[config.mk]
export PLATFORM = sky130hd
export DESIGN_NAME = led_frame_rx
export DESIGN_NICKNAME = d
export VERILOG_FILES = /design/src/rtl/led_frame_rx.sv
export SDC_FILE = /design/constraint.sdc
export NUM_CORES = 1
export LEC_CHECK = 0
export CORE_UTILIZATION = 55
export CTS_CLUSTER_SIZE = 28
export DETAILED_ROUTE_END_ITERATION = 8
export MAX_ROUTING_LAYER = met4
export PLACE_DENSITY = 0.79
export SLEW_MARGIN = 20
export SYNTH_ARGS = -nofsm -noshare
export SYNTH_HDL_FRONTEND = slang
export SYNTH_SLANG_ARGS = --single-unit
[constraint.sdc]
create_clock -name spiClk -period 2.5 [get_ports spiClk]
set_input_delay 0.5 -clock spiClk [delete_from_list [all_inputs] [get_ports spiClk]]
set_output_delay 0.5 -clock spiClk [all_outputs]
set_load 0.02 [all_outputs]
[src/rtl/led_frame_rx.sv]
// led_frame_rx: oversampling receiver for the LED driver serial chain.
// Each SCLK rise carries one bit on every SDIs line. A frame per channel is
// NUM_DEVICES segments of {select bit, WORDS_PER_DEVICE x 48-bit triplet},
// closed by a LAT rise. Triplets are reported as they complete; the frame is
// reported as done (well formed) or errored (bad select bit, short, overrun).
//
// Ports:
//   spiClk     sole clock, rising edge
//   nReset     asynchronous active-low reset
//   SDIs       serial data, one line per channel (asynchronous)
//   SCLK       serial clock (asynchronous), data taken on its rising edge
//   LAT        latch strobe (asynchronous), rising edge ends the frame
//   wordValid  one-cycle pulse, wordData/wordIdx valid
//   wordData   channel c at [c*48 +: 48], first-received bit in bit 47
//   wordIdx    triplet index within the frame
//   frameDone  one-cycle pulse, well-formed frame latched
//   frameErr   one-cycle pulse, malformed frame
//   busy       high while a frame is being received
module led_frame_rx #(
    parameter int unsigned NUM_SHIFT_CHANNEL = 4,
    parameter int unsigned NUM_DEVICES       = 2,
    parameter int unsigned WORDS_PER_DEVICE  = 16,
    parameter logic        EXPECT_SEL        = 1'b0,
    localparam int unsigned NumWords = NUM_DEVICES * WORDS_PER_DEVICE,
    localparam int unsigned IdxW     = (NumWords > 1) ? $clog2(NumWords) : 1,
    localparam int unsigned DataW    = NUM_SHIFT_CHANNEL * 48
) (
    input  logic                         spiClk,
    input  logic                         nReset,
    input  logic [NUM_SHIFT_CHANNEL-1:0] SDIs,
    input  logic                         SCLK,
    input  logic                         LAT,
    output logic                         wordValid,
    output logic [DataW-1:0]             wordData,
    output logic [IdxW-1:0]              wordIdx,
    output logic                         frameDone,
    output logic                         frameErr,
    output logic                         busy
);

    localparam int unsigned DevW  = (NUM_DEVICES > 1) ? $clog2(NUM_DEVICES) : 1;
    localparam int unsigned WordW = (WORDS_PER_DEVICE > 1) ? $clog2(WORDS_PER_DEVICE) : 1;

    typedef enum logic [2:0] {StIdle, StSel, StData, StWaitLat, StDrop} state_e;

    // Synchronisers plus one delay stage for edge detection.
    logic [2:0]                   sclk_sync_q;
    logic [2:0]                   lat_sync_q;
    logic [NUM_SHIFT_CHANNEL-1:0] sdi_meta_q, sdi_sync_q;
    // Registered detect cycle: rise flags and the data sampled with them.
    logic                         sclk_rise_q, lat_rise_q;
    logic [NUM_SHIFT_CHANNEL-1:0] sdi_smp_q;

    state_e           state_q, state_d;
    logic [5:0]       bit_cnt_q, bit_cnt_d;
    logic [WordW-1:0] word_cnt_q, word_cnt_d;
    logic [DevW-1:0]  dev_cnt_q, dev_cnt_d;
    logic [IdxW-1:0]  idx_q, idx_d;
    logic [DataW-1:0] shift_q, shift_d, shift_nxt;
    logic [DataW-1:0] word_data_q, word_data_d;
    logic [IdxW-1:0]  word_idx_q, word_idx_d;
    logic             word_valid_q, word_valid_d;
    logic             frame_done_q, frame_done_d;
    logic             frame_err_q, frame_err_d;
    logic             busy_q, busy_d;
    logic             sel_ok;

    always_ff @(posedge spiClk or negedge nReset) begin
        if (!nReset) begin
            sclk_sync_q <= '0;
            lat_sync_q  <= '0;
            sdi_meta_q  <= '0;
            sdi_sync_q  <= '0;
            sclk_rise_q <= 1'b0;
            lat_rise_q  <= 1'b0;
            sdi_smp_q   <= '0;
        end else begin
            sclk_sync_q <= {sclk_sync_q[1:0], SCLK};
            lat_sync_q  <= {lat_sync_q[1:0], LAT};
            sdi_meta_q  <= SDIs;
            sdi_sync_q  <= sdi_meta_q;
            sclk_rise_q <= sclk_sync_q[1] & ~sclk_sync_q[2];
            lat_rise_q  <= lat_sync_q[1] & ~lat_sync_q[2];
            sdi_smp_q   <= sdi_sync_q;
        end
    end

    assign sel_ok = (sdi_smp_q == {NUM_SHIFT_CHANNEL{EXPECT_SEL}});

    always_comb begin
        shift_nxt = '0;
        for (int c = 0; c < NUM_SHIFT_CHANNEL; c++) begin
            shift_nxt[c*48 +: 48] = {shift_q[c*48 +: 47], sdi_smp_q[c]};
        end
    end

    always_comb begin
        state_d      = state_q;
        bit_cnt_d    = bit_cnt_q;
        word_cnt_d   = word_cnt_q;
        dev_cnt_d    = dev_cnt_q;
        idx_d        = idx_q;
        shift_d      = shift_q;
        word_data_d  = word_data_q;
        word_idx_d   = word_idx_q;
        word_valid_d = 1'b0;
        frame_done_d = 1'b0;
        frame_err_d  = 1'b0;
        busy_d       = busy_q;

        // LAT has priority over a coincident SCLK rise.
        if (lat_rise_q) begin
            if (state_q != StIdle) begin
                busy_d     = 1'b0;
                bit_cnt_d  = '0;
                word_cnt_d = '0;
                dev_cnt_d  = '0;
                idx_d      = '0;
                state_d    = StIdle;
            end
            if (state_q == StWaitLat) begin
                frame_done_d = 1'b1;
            end else if (state_q == StSel || state_q == StData) begin
                frame_err_d = 1'b1;
            end
        end else if (sclk_rise_q) begin
            unique case (state_q)
                StIdle, StSel: begin
                    busy_d = 1'b1;
                    if (sel_ok) begin
                        state_d = StData;
                    end else begin
                        frame_err_d = 1'b1;
                        state_d     = StDrop;
                    end
                end
                StData: begin
                    shift_d = shift_nxt;
                    if (bit_cnt_q == 6'd47) begin
                        bit_cnt_d    = '0;
                        word_data_d  = shift_nxt;
                        word_idx_d   = idx_q;
                        word_valid_d = 1'b1;
                        idx_d        = idx_q + IdxW'(1);
                        if (word_cnt_q == WordW'(WORDS_PER_DEVICE - 1)) begin
                            word_cnt_d = '0;
                            if (dev_cnt_q == DevW'(NUM_DEVICES - 1)) begin
                                state_d = StWaitLat;
                            end else begin
                                dev_cnt_d = dev_cnt_q + DevW'(1);
                                state_d   = StSel;
                            end
                        end else begin
                            word_cnt_d = word_cnt_q + WordW'(1);
                        end
                    end else begin
                        bit_cnt_d = bit_cnt_q + 6'd1;
                    end
                end
                StWaitLat: begin
                    frame_err_d = 1'b1;
                    state_d     = StDrop;
                end
                StDrop: begin
                end
                default: state_d = StIdle;
            endcase
        end
    end

    always_ff @(posedge spiClk or negedge nReset) begin
        if (!nReset) begin
            state_q      <= StIdle;
            bit_cnt_q    <= '0;
            word_cnt_q   <= '0;
            dev_cnt_q    <= '0;
            idx_q        <= '0;
            shift_q      <= '0;
            word_data_q  <= '0;
            word_idx_q   <= '0;
            word_valid_q <= 1'b0;
            frame_done_q <= 1'b0;
            frame_err_q  <= 1'b0;
            busy_q       <= 1'b0;
        end else begin
            state_q      <= state_d;
            bit_cnt_q    <= bit_cnt_d;
            word_cnt_q   <= word_cnt_d;
            dev_cnt_q    <= dev_cnt_d;
            idx_q        <= idx_d;
            shift_q      <= shift_d;
            word_data_q  <= word_data_d;
            word_idx_q   <= word_idx_d;
            word_valid_q <= word_valid_d;
            frame_done_q <= frame_done_d;
            frame_err_q  <= frame_err_d;
            busy_q       <= busy_d;
        end
    end

    assign wordValid = word_valid_q;
    assign wordData  = word_data_q;
    assign wordIdx   = word_idx_q;
    assign frameDone = frame_done_q;
    assign frameErr  = frame_err_q;
    assign busy      = busy_q;

endmodule

# After elaboration in Yosys (flattened, before gate mapping)
# Cells that the tools add are included.
dict set report word_totals {
  reg_bits 431
  out_inout_bits 201
  wordCells 101
}
dict set report classes {
  addsub 4
  mux 46
  n_eq_ne 10
  reduce_logical 17
  bitwise 5
}
# op n
set ops {}
lappend ops {{$mux W6} 5}
lappend ops {{$mux W5} 5}
lappend ops {{$mux W4} 6}
lappend ops {{$mux W1} 21}
lappend ops {{$mux W3} 6}
lappend ops {{$pmux W3 S4} 1}
lappend ops {{$reduce_and A5 Y1} 2}
lappend ops {{$reduce_bool A2 Y1} 5}
lappend ops {{$reduce_and A3 Y1} 3}
lappend ops {{$reduce_and A4 Y1} 2}
lappend ops {{$add A6 B1 Y6 const B} 1}
lappend ops {{$eq A3 B2 Y1 const B} 2}
lappend ops {{$eq A6 B6 Y1 const B} 1}
lappend ops {{$ne A3 B2 Y1 const B} 2}
lappend ops {{$add A5 B1 Y5 const B} 1}
lappend ops {{$add A4 B1 Y4 const B} 1}
lappend ops {{$eq A4 B4 Y1 const B} 1}
lappend ops {{$logic_not A4 Y1} 1}
lappend ops {{$eq A3 B1 Y1 const B} 1}
lappend ops {{$eq A3 B3 Y1 const B} 1}
lappend ops {{$logic_not A3 Y1} 1}
lappend ops {{$not A1 Y1} 3}
lappend ops {{$reduce_bool A3 Y1} 1}
lappend ops {{$and A1 B1 Y1} 2}
lappend ops {{7 further kinds} 7}

# Depth between registers and ports, before layout
# Gate-level depths: netlist of the first run.
dict set report depth {
  word_depth 7
  depth_mapped 7
}

# Least setup slack after synthesis of the first run
# Ideal clock, no wire load.
dict set report synth_path {
  path_kind {register to register}
  startpoint {register bit_cnt_q[0]}
  endpoint {register word_data_q[134] (netlist: wordData[134])}
  period_less_slack_ns 1.771
  n_path_buf 1
  path_stages_with_launch 8
  path_slack_ns 0.729
  t_arrival_ns 1.646
  cell_sequence {dfrtp_1 ha_1 nand4b_2 nor2_4 nand3_4 inv_2 buf_4 mux2_2}
}
dict set report synth_via {
  elab_chain_cells 2
}
# item line
set synth_rtl {}
lappend synth_rtl {{start: declaration} 55} ;# logic [5:0] bit_cnt_q, bit_cnt_d;
lappend synth_rtl {{start signal: assignment} 187} ;# bit_cnt_q <= bit_cnt_d;
lappend synth_rtl {{$eq A6 B6 Y1} 139} ;# if (bit_cnt_q == 6'd47) begin
lappend synth_rtl {{$reduce_and A4 Y1 (no line)} n/a}
lappend synth_rtl {{end signal: assignment} 192} ;# word_data_q <= word_data_d;
lappend synth_rtl {{end: declaration} 60} ;# logic [DataW-1:0] word_data_q, word_data_d;
# No other way between the ends.
# A chain may end at the register's enable or synchronous reset.

# Final worst setup path of the first run
dict set report layout_path {
  startpoint {register bit_cnt_q[0]}
  endpoint {register word_data_q[62] (netlist: wordData[62])}
}
# Same word-level chain as after synthesis.

==> results.md, run 1 <==
* Run status: finished clean
* Register area at 10700 um^2
* Post-synth top area cell: dfrtp_1
* Met3 WL at about 1.6 mm
* Largest net degree at the start of global routing at 87
* HP Class: reg -> reg
* Final Slew Violations at 0
* Fraction of registers with async set/reset at 100%
* Ys flop type: dfrtp_1
* Maximum operating frequency at about 470 MHz
* Ports at 209
* Gate Count Post-Synth at around 970
* Total chip power at about 14000 uW
* Top-area cell type share of the netlist area at between 60% and 70%
* Routed WL at just under 30 mm
* Crit path required time at just under 3 ns
* Largest cells by area after synthesis: dfrtp_1, mux2_2, mux2_4
* Gp weighted congestion at approximately 0.79
* Total GRT Usage at about a fifth
* Most frequent cells in the layout: dfrtp_1, mux2_2, clkdlybuf4s50_1
* # Post-CTS Setup Buffers at 0
* Leakage dissipation at 0.0104 uW
* Post-Place Worst Slack at around 0.35 ns
* Post-Syn Area per Cell at between 15 and 20 um^2
* CTS max path bufs at 3
* Syn_nets at roughly 1000
* Die Height at around 170 um
* Layout cell share with drive strength beyond 1 at between 30% and 40%
* Tmin final at between 2 and 2.5 ns
* Core Region at around 29000 um^2
* Final Net Count at between 1000 and 1500
* Uppermost layer routed: met4
* Starting density of the core at between 50% and 60%
* Area Overhead vs Synth at 24.6%
* Pwr Density at between 700 and 800 nW/um^2
* Setup crit end kind: register
* Maximum level of the CTS H-tree at 2
* TritonCTS buffer count at 43
* Clock Latency Late Sink at ~0.52 ns
* Die area at 30600 um^2
* Slowest library cell on the worst path: dfrtp_1
* Slew HR at ~65%
* Setup Viol. Count Final at 0
* Max Fanout on Critical Path at around 40
* Max stage delay on crit path at slightly above 0.4 ns
* Final Hold Vio Count at 0
* Worst vdd ir at between 0.0005 and 0.0006 V
* Clock-pin slew of the registers on the worst-case setup and hold paths at approximately 0.06 ns
* Via count at approximately 8600
* Detailed Place HPWL at around 18 mm
* CTS tree: built
* Antenna violations before repair at 0
* Crit path DAT at 2.54 ns
* Met2 WL at around 14 mm
* Final ANT Viol Nets at 0
* Actual slew at the worst max-slew pin at roughly 0.52 ns
* Worst Path Class, Setup: reg -> reg
* Residual DRC at 0
* GRT overflow at 0
* # diodes at 0
* Worst-case hold slack at 0.343 ns
* Die Wd at approximately 170 um
* Post-synthesis cell area at around 16000 um^2
* Cell chain of the critical path: ha_1 -> nand4b_2 -> nor2_4 -> nand3_4 -> buf_12 -> buf_4 -> mux2_4
* First-pass GRT wire length at ~50 mm
* Most common cell after layout, fill and taps aside: dfrtp_1
* Footprint of the multi-input gates at between 5000 and 6000 um^2
* Setup TNS at 0 ns
* Crit share post-route at approximately 86%
* Layout Utilization at 70.6%
* Yosys Warn Count at 0
* Port bufs at around 210
* Via-to-Cell Ratio at 5.33
* Avg WL per Cell at ~18 um
* Row Count at 62
* Clock Skew at 0.0105 ns
* Drt pass-1 iters at 4
* Met1 Routed Length at 13.2 mm
* Post-synth EDFFs at 0
* Distinct cells, synth at 48
* Number of fill cells in the layout at between 1500 and 2000
* Starting DRT DRC Count at between 300 and 400
* Synth Register Bits at between 400 and 500
* RSZ-0062 raised after global routing: false
* Clock sinks at 428
* Vias in the first global route at 9140
* Final setup margin at 0.352 ns
* Post-synthesis sequential area ratio at between 60% and 70%
* Max Cap Viol at 0
* Setup crit start kind: register
* Clock root cell: clkbuf_16
repair_timing:
item / in CTS / in global routing
hold buffers: 1 / 0
resized for setup: 0 / 0
hold endpoints to repair: 42 / 0
synth_stat cells, types with 2 or more instances:
cell	number
a21oi_1	5
a22o_1	4
a22oi_1	2
and3_1	2
buf_2	25
buf_4	7
buf_6	14
dfrtp_1	428
ha_1	3
inv_1	6
mux2_1	22
mux2_2	265
mux2_4	99
mux2i_1	2
nand2_1	17
nand2b_1	2
nand3_1	8
nor2_1	6
nor2b_1	4
nor3_1	3
nor3b_1	3
nor4b_1	3
o211ai_1	3
o21ai_0	6
o31ai_1	3
final cells by class:
cell class                      instances  area share (%)
Timing Repair Buffer                  232            11.8
Sequential cell                       428            52.3
Clock inverter                          8           0.440
Multi-Input combinational cell        483            26.2
Tap cell                              384            2.35
Clock buffer                           69            6.72
Inverter                                7           0.128
worst max-delay path: cells and delay by family, from the launching register on:
kind | cells | cell delay [ns]
DFF | 1 | 0.41
adders and majority gates | 1 | 0.27
and+or+nand+nor | 3 | 0.32
muxes | 1 | 0.34
buffers and inverters | 2 | 0.64
sequential cells by signal, indices dropped and copies added, names as in the netlist, 4 cells and up:
register    cells
word_cnt_q      4
shift_q       188
sdi_sync_q      4
wordData      192
idx_q           5
sdi_meta_q      4
wordIdx         5
sdi_smp_q       4
bit_cnt_q       6
power breakdown:
group          internal, uW  total (uW)  switching [uW]
clock                  3960        6510            2550
combinational           286         680             394
sequential             7080        7230             153
through the flow:
| step | cell area, um^2 | std cells |
|---|---|---|
| floorplan | 16400 | 965 |
| global placement | 19000 | 1533 |
| detailed placement | 19000 | 1533 |
| CTS | 20500 | 1611 |
| global route | 20500 | 1611 |
| finish | 20500 | 1611 |
worst paths after layout:
path | start | to | slack (ns) | cells past startpoint
max reg2reg | bit_cnt_q[0] | wordData[62] | 0.35 | 7
max | bit_cnt_q[0] | wordData[62] | 0.35 | 7
min in group asynchronous | nReset | shift_q[87] | 0.51 | 2
min reg2reg | sdi_sync_q[1] | sdi_smp_q[1] | 0.34 | 0
max in group asynchronous | nReset | shift_q[174] | 1.17 | 3
min | sdi_sync_q[1] | sdi_smp_q[1] | 0.34 | 0
routing by layer:
metal	GRT usage, %	vias up
li1	-	3903
met1	28.0	4444
met2	31.8	195
met3	4.48	45
met4	5.11	0
met5	-	-
cell families after synthesis:
logic type                 after synthesis  synth area share, %
muxes                                  388                 28.8
adders and majority gates                3                0.228
xor gates and xnor gates                 1               0.0533
AOI/OAI and AO/OA                       33                 1.40
DFF                                    428                 65.2
and+or+nand+nor                         58                 2.10
buffers and inverters                   54                 2.22
Power figures use the tool's default switching activity.
==> run 2, diff against run 1 <==
--- a/config.mk
+++ b/config.mk
@@ -5,11 +5,12 @@
 export SDC_FILE = /design/constraint.sdc
 export NUM_CORES = 1
 export LEC_CHECK = 0
-export CORE_UTILIZATION = 55
+export CORE_UTILIZATION = 50
+export CTS_CLUSTER_DIAMETER = 80
 export CTS_CLUSTER_SIZE = 28
 export DETAILED_ROUTE_END_ITERATION = 8
 export MAX_ROUTING_LAYER = met4
-export PLACE_DENSITY = 0.79
+export PLACE_DENSITY = 0.73
 export SLEW_MARGIN = 20
 export SYNTH_ARGS = -nofsm -noshare
 export SYNTH_HDL_FRONTEND = slang
==> results.md, run 2 (synthesis results as in run 1) <==
* Pwr Density at approximately 600 nW/um^2
* Worst Path Class, Setup: reg -> reg
* Max Cap Viol at 0
* Clock-pin slew of the registers on the worst-case setup and hold paths at 0.10 ns
* Gp weighted congestion at 0.739
* Vias in the first global route at about 8500
* Placed cell areas at between 15000 and 20000 um^2
* Setup crit end kind: register
* Layout cell share with drive strength beyond 1 at 36.1%
* Most common cell after layout, fill and taps aside: dfrtp_1
* GRT overflow at 0
* Setup Viol. Count Final at 0
* Largest net degree at the start of global routing at between 60 and 70
* Routed WL at 27.8 mm
* CTS max path bufs at 3
* Crit path max-delay family: buffers and inverters
* Clock Latency Late Sink at 0.53 ns
* Max stage delay on crit path at ~0.43 ns
* Max Fanout on Critical Path at 50
* Max reg flops at ~190
* Post-Place Worst Slack at 0.303 ns
* HP Class: reg -> reg
* Leakage dissipation at between 0.009 and 0.01 uW
* Final Net Count at ~1200
* Die Wd at ~180 um
* Row Count at between 60 and 70
* Drt pass-1 iters at 4
* CP Buf/Inv Count at 2
* Crit path DAT at around 2.6 ns
* Avg WL per Cell at ~17 um
* Most frequent cells in the layout: dfrtp_1, mux2_2, clkdlybuf4s50_1
* Cell chain of the critical path: ha_1 -> nand4b_2 -> nor2_4 -> nand3_4 -> buf_12 -> buf_4 -> mux2_2
* Detailed Place HPWL at 18.3 mm
* Final Slew Violations at 0
* Clock Skew at about 0.015 ns
* Ports at between 200 and 250
* Setup crit start kind: register
* Fin area at between 15000 and 20000 um^2
* Core Region at 32500 um^2
* Run status: finished clean
* Final ANT Viol Nets at 0
* Via-to-Cell Ratio at about 5
* Via count at approximately 8300
* CTS tree: built
* Final Hold Vio Count at 0
* Clock root cell: clkbuf_16
* Worst vdd ir at roughly 0.00044 V
* Crit path required time at slightly below 3 ns
* Setup TNS at 0 ns
* Actual slew at the worst max-slew pin at around 0.55 ns
* Die Height at roughly 180 um
* Total GRT Usage at around 17%
* Antenna violations before repair at 0
* Tmin final at ~2.2 ns
* # diodes at 0
* First-pass GRT wire length at 45.9 mm
* Starting density of the core at about half
* Port bufs at roughly 210
* Maximum level of the CTS H-tree at 1
* Maximum operating frequency at 450 MHz
* Area Overhead vs Synth at 20.4%
* Starting DRT DRC Count at a little over 300
* Layout Utilization at about three fifths
* Crit share post-route at between 80% and 90%
* RSZ-0062 raised after global routing: false
* Residual DRC at 0
* TritonCTS buffer count at 20
* Worst-case hold slack at 0.352 ns
* Clock sinks at 428
* Slowest library cell on the worst path: dfrtp_1
* Die area at around 34000 um^2
* Final setup margin at between 0.2 and 0.3 ns
* Slew HR at 63.7%
## run 2: worst paths after layout
path / depth (start not counted) / slack, ns / end / startpoint
min in group asynchronous: 2 / 0.52 / wordData[82] / nReset
min: 0 / 0.35 / sdi_sync_q[3] / sdi_meta_q[3]
max: 7 / 0.28 / wordData[4] / bit_cnt_q[0]
min reg2reg: 0 / 0.35 / sdi_sync_q[3] / sdi_meta_q[3]
max reg2reg: 7 / 0.28 / wordData[4] / bit_cnt_q[0]
max in group asynchronous: 3 / 1.25 / shift_q[175] / nReset
## run 2: power breakdown
part           internal, uW  total, uW  switching, uW
logic                   290        685            395
clock network          1770       3890           2120
registers              7070       7220            150
total                  9120      11800           2670
## run 2: what timing repair did
| item | CTS | global route |
|---|---|---|
| setup buffers | 0 | 0 |
| hold buffers | 1 | 0 |
| gates resized for setup | 0 | 0 |
| hold endpoints to repair | 49 | 0 |
## run 2: layer usage
layer  vias up  part of all wire [%]  global-route usage, %
met5         -                     0                      -
met4         0                   1.1                   2.60
met3        25                   6.4                   4.35
met2       171                    46                   26.5
met1      4313                    47                   24.2
li1       3818                     -                      -
## run 2: layout make-up
cell class | instances | area [um^2]
flip-flops and latches | 428 | 10700
repair buffers | 237 | 2480
well taps | 442 | 553
clock inverters | 8 | 111
fillers | 2482 | 12700
multi-input cells | 483 | 5370
clock buffers | 21 | 526
inverters | 7 | 26.3
## run 2: per-stage QoR
stage | power [uW] | std cells
finish | 11800 | 1626
floorplan | 7730 | 965
detailed placement | 8050 | 1596
global route | 12300 | 1626
global placement | 8030 | 1596
CTS | 12000 | 1626
==> run 3, diff against run 2 <==
--- a/config.mk
+++ b/config.mk
@@ -5,6 +5,7 @@
 export SDC_FILE = /design/constraint.sdc
 export NUM_CORES = 1
 export LEC_CHECK = 0
+export CORE_ASPECT_RATIO = 1.5
 export CORE_UTILIZATION = 50
 export CTS_CLUSTER_DIAMETER = 80
 export CTS_CLUSTER_SIZE = 28
==> results.md, run 3 (synthesis results as in run 1) <==
* Core Region at 32400 um^2
* CTS tree: built
* Avg WL per Cell at ~18 um
* Clock Skew at 0.0228 ns
* Antenna violations before repair at 0
* Setup Viol. Count Final at 0
* Area Overhead vs Synth at 18.8%
* Run status: finished clean
* Number of fill cells in the layout at between 2000 and 3000
* Clock Latency Late Sink at around 0.54 ns
* Vias in the first global route at roughly 8800
* Clock root cell: clkbuf_16
* Crit share post-route at between 80% and 90%
* Final Net Count at ~1200
* Comb pwr share at 6.0%
* Routed WL at around 28 mm
* Worst vdd ir at between 0.0005 and 0.0006 V
* Via-to-Cell Ratio at roughly 5.3
* Max stage delay on crit path at about 0.44 ns
* Switching Fraction at roughly 23%
* Setup TNS at 0 ns
* Worst Path Class, Setup: reg -> reg
* Max Cap Viol at 0
* Met2 WL at ~14 mm
* GRT overflow at 0
* Crit path DAT at 2.62 ns
* Die area at about 34000 um^2
* Setup crit start kind: register
* Total GRT Usage at roughly 18%
* Gp weighted congestion at 0.797
* Crit path required time at 2.91 ns
* Met1 Routed Length at about 12 mm
* RSZ-0062 raised after global routing: false
* Die Wd at about 150 um
* Seq pwr share at around 64%
* NetSw at roughly 2600 uW
* Die Height at 224 um
* Row Count at 81
* Setup crit end kind: register
* Final ANT Viol Nets at 0
* Uppermost layer routed: met4
* Most frequent cells in the layout: dfrtp_1, mux2_2, clkdlybuf4s50_1
* Leakage dissipation at about 0.01 uW
* Ports at 209
* Post-CTS sizing at 0
* Met3 WL at around 1.6 mm
* Residual DRC at 0
* First-pass GRT wire length at between 40 and 50 mm
* Starting density of the core at ~50%
* Maximum operating frequency at ~450 MHz
* Starting DRT DRC Count at between 200 and 250
* Via count at between 8000 and 9000
* Max Fanout on Critical Path at 38
* # Post-CTS Setup Buffers at 0
* Largest net degree at the start of global routing at 71
* Detailed Place HPWL at approximately 19 mm
* Actual slew at the worst max-slew pin at roughly 0.78 ns
* Clock-pin slew of the registers on the worst-case setup and hold paths at approximately 0.10 ns
* Cell chain of the critical path: ha_1 -> nand4b_2 -> nor2_4 -> nand3_4 -> buf_12 -> buf_4 -> mux2_2
* Slowest library cell on the worst path: dfrtp_1
* TritonCTS buffer count at 19
* # diodes at 0
* CTS max path bufs at 3
* Layout cell share with drive strength beyond 1 at a little over a third
* Port bufs at 208
* Final Slew Violations at 0
* Layout Utilization at roughly three fifths
* Int Pwr at between 8000 and 9000 uW
* Final Hold Vio Count at 0
* Maximum level of the CTS H-tree at 1
* Most common cell after layout, fill and taps aside: dfrtp_1
* Slew HR at a little under half
* Max reg flops at around 190
* Tmin final at 2.21 ns
* Drt pass-1 iters at 4
* Clk network pwr share at 30.4%
* Pwr Density at around 580 nW/um^2
* HP Class: reg -> reg
* Clock sinks at between 400 and 500
## run 3: cell count changes in the layout (fill, tap and decap cells not counted), moves of 2 or more
cell,delta
clkbuf_16,-2
bufinv_16,-2
buf_12,-2
buf_4,-6
clkinvlp_4,-2
inv_8,-2
## run 3: timing repair
| action | 4_1_cts | 5_1_grt |
|---|---|---|
| hold endpoints to repair | 38 | 0 |
| setup endpoints to repair | 0 | 0 |
| hold buffers | 1 | 0 |
## run 3: final timing paths
kind,from,endpoint,slack [ns],cells past startpoint
setup / recovery,bit_cnt_q[0],wordData[7],0.29,7
hold / removal,lat_sync_q[0],lat_sync_q[1],0.35,0
min in group asynchronous,nReset,wordData[161],0.46,2
hold reg to reg,lat_sync_q[0],lat_sync_q[1],0.35,0
setup reg to reg,bit_cnt_q[0],wordData[7],0.29,7
max in group asynchronous,nReset,shift_q[40],1.30,3
## run 3: per-stage QoR
stage	std cells	hold slack [ns]	instance area [um^2]	worst slack (ns)	total power, uW
finish	1582	0.355	19500	0.291	11400
global route	1582	0.368	19500	0.159	11800
CTS	1582	0.358	19500	0.271	11600
detailed placement	1561	0.335	19000	0.314	8050
global placement	1561	0.335	19000	0.379	8020
floorplan	965	0.204	16400	0.729	7730
## run 3: critical path, delay by kind of cell (launching register included)
| family | cells | cell delay, ns |
|---|---|---|
| adder cells (fa/ha/maj) | 1 | 0.27 |
| buffers and inverters | 2 | 0.64 |
| flip-flops | 1 | 0.44 |
| multiplexers | 1 | 0.37 |
| AND/OR/NAND/NOR | 3 | 0.32 |
## run 3: cell type report
class / instances / area, um^2 / area share [%]
Clock buffer: 19 / 475 / 2.44
Sequential cell: 428 / 10700 / 54.9
Timing Repair Buffer: 229 / 2400 / 12.3
Inverter: 7 / 26.3 / 0.135
Multi-Input combinational cell: 483 / 5370 / 27.5
Tap cell: 415 / 519 / 2.66
Clock inverter: 1 / 20.0 / 0.103
## run 3: layer usage
| layer | GRT usage (%) | vias to the layer above |
|---|---|---|
| met1 | 22.5 | 4377 |
| li1 | - | 3787 |
| met5 | - | - |
| met2 | 28.9 | 164 |
| met3 | 3.93 | 33 |
| met4 | 4.63 | 0 |
## run 3: power by group through the flow
stage          Combinational [uW]  Clock [uW]  Sequential, uW
5_1_grt                       768        3840            7250
6_report                      683        3450            7220
4_1_cts                       702        3630            7220
3_5_place_dp                  697           0            7350
3_3_place_gp                  678           0            7340
2_1_floorplan                 428           0            7300
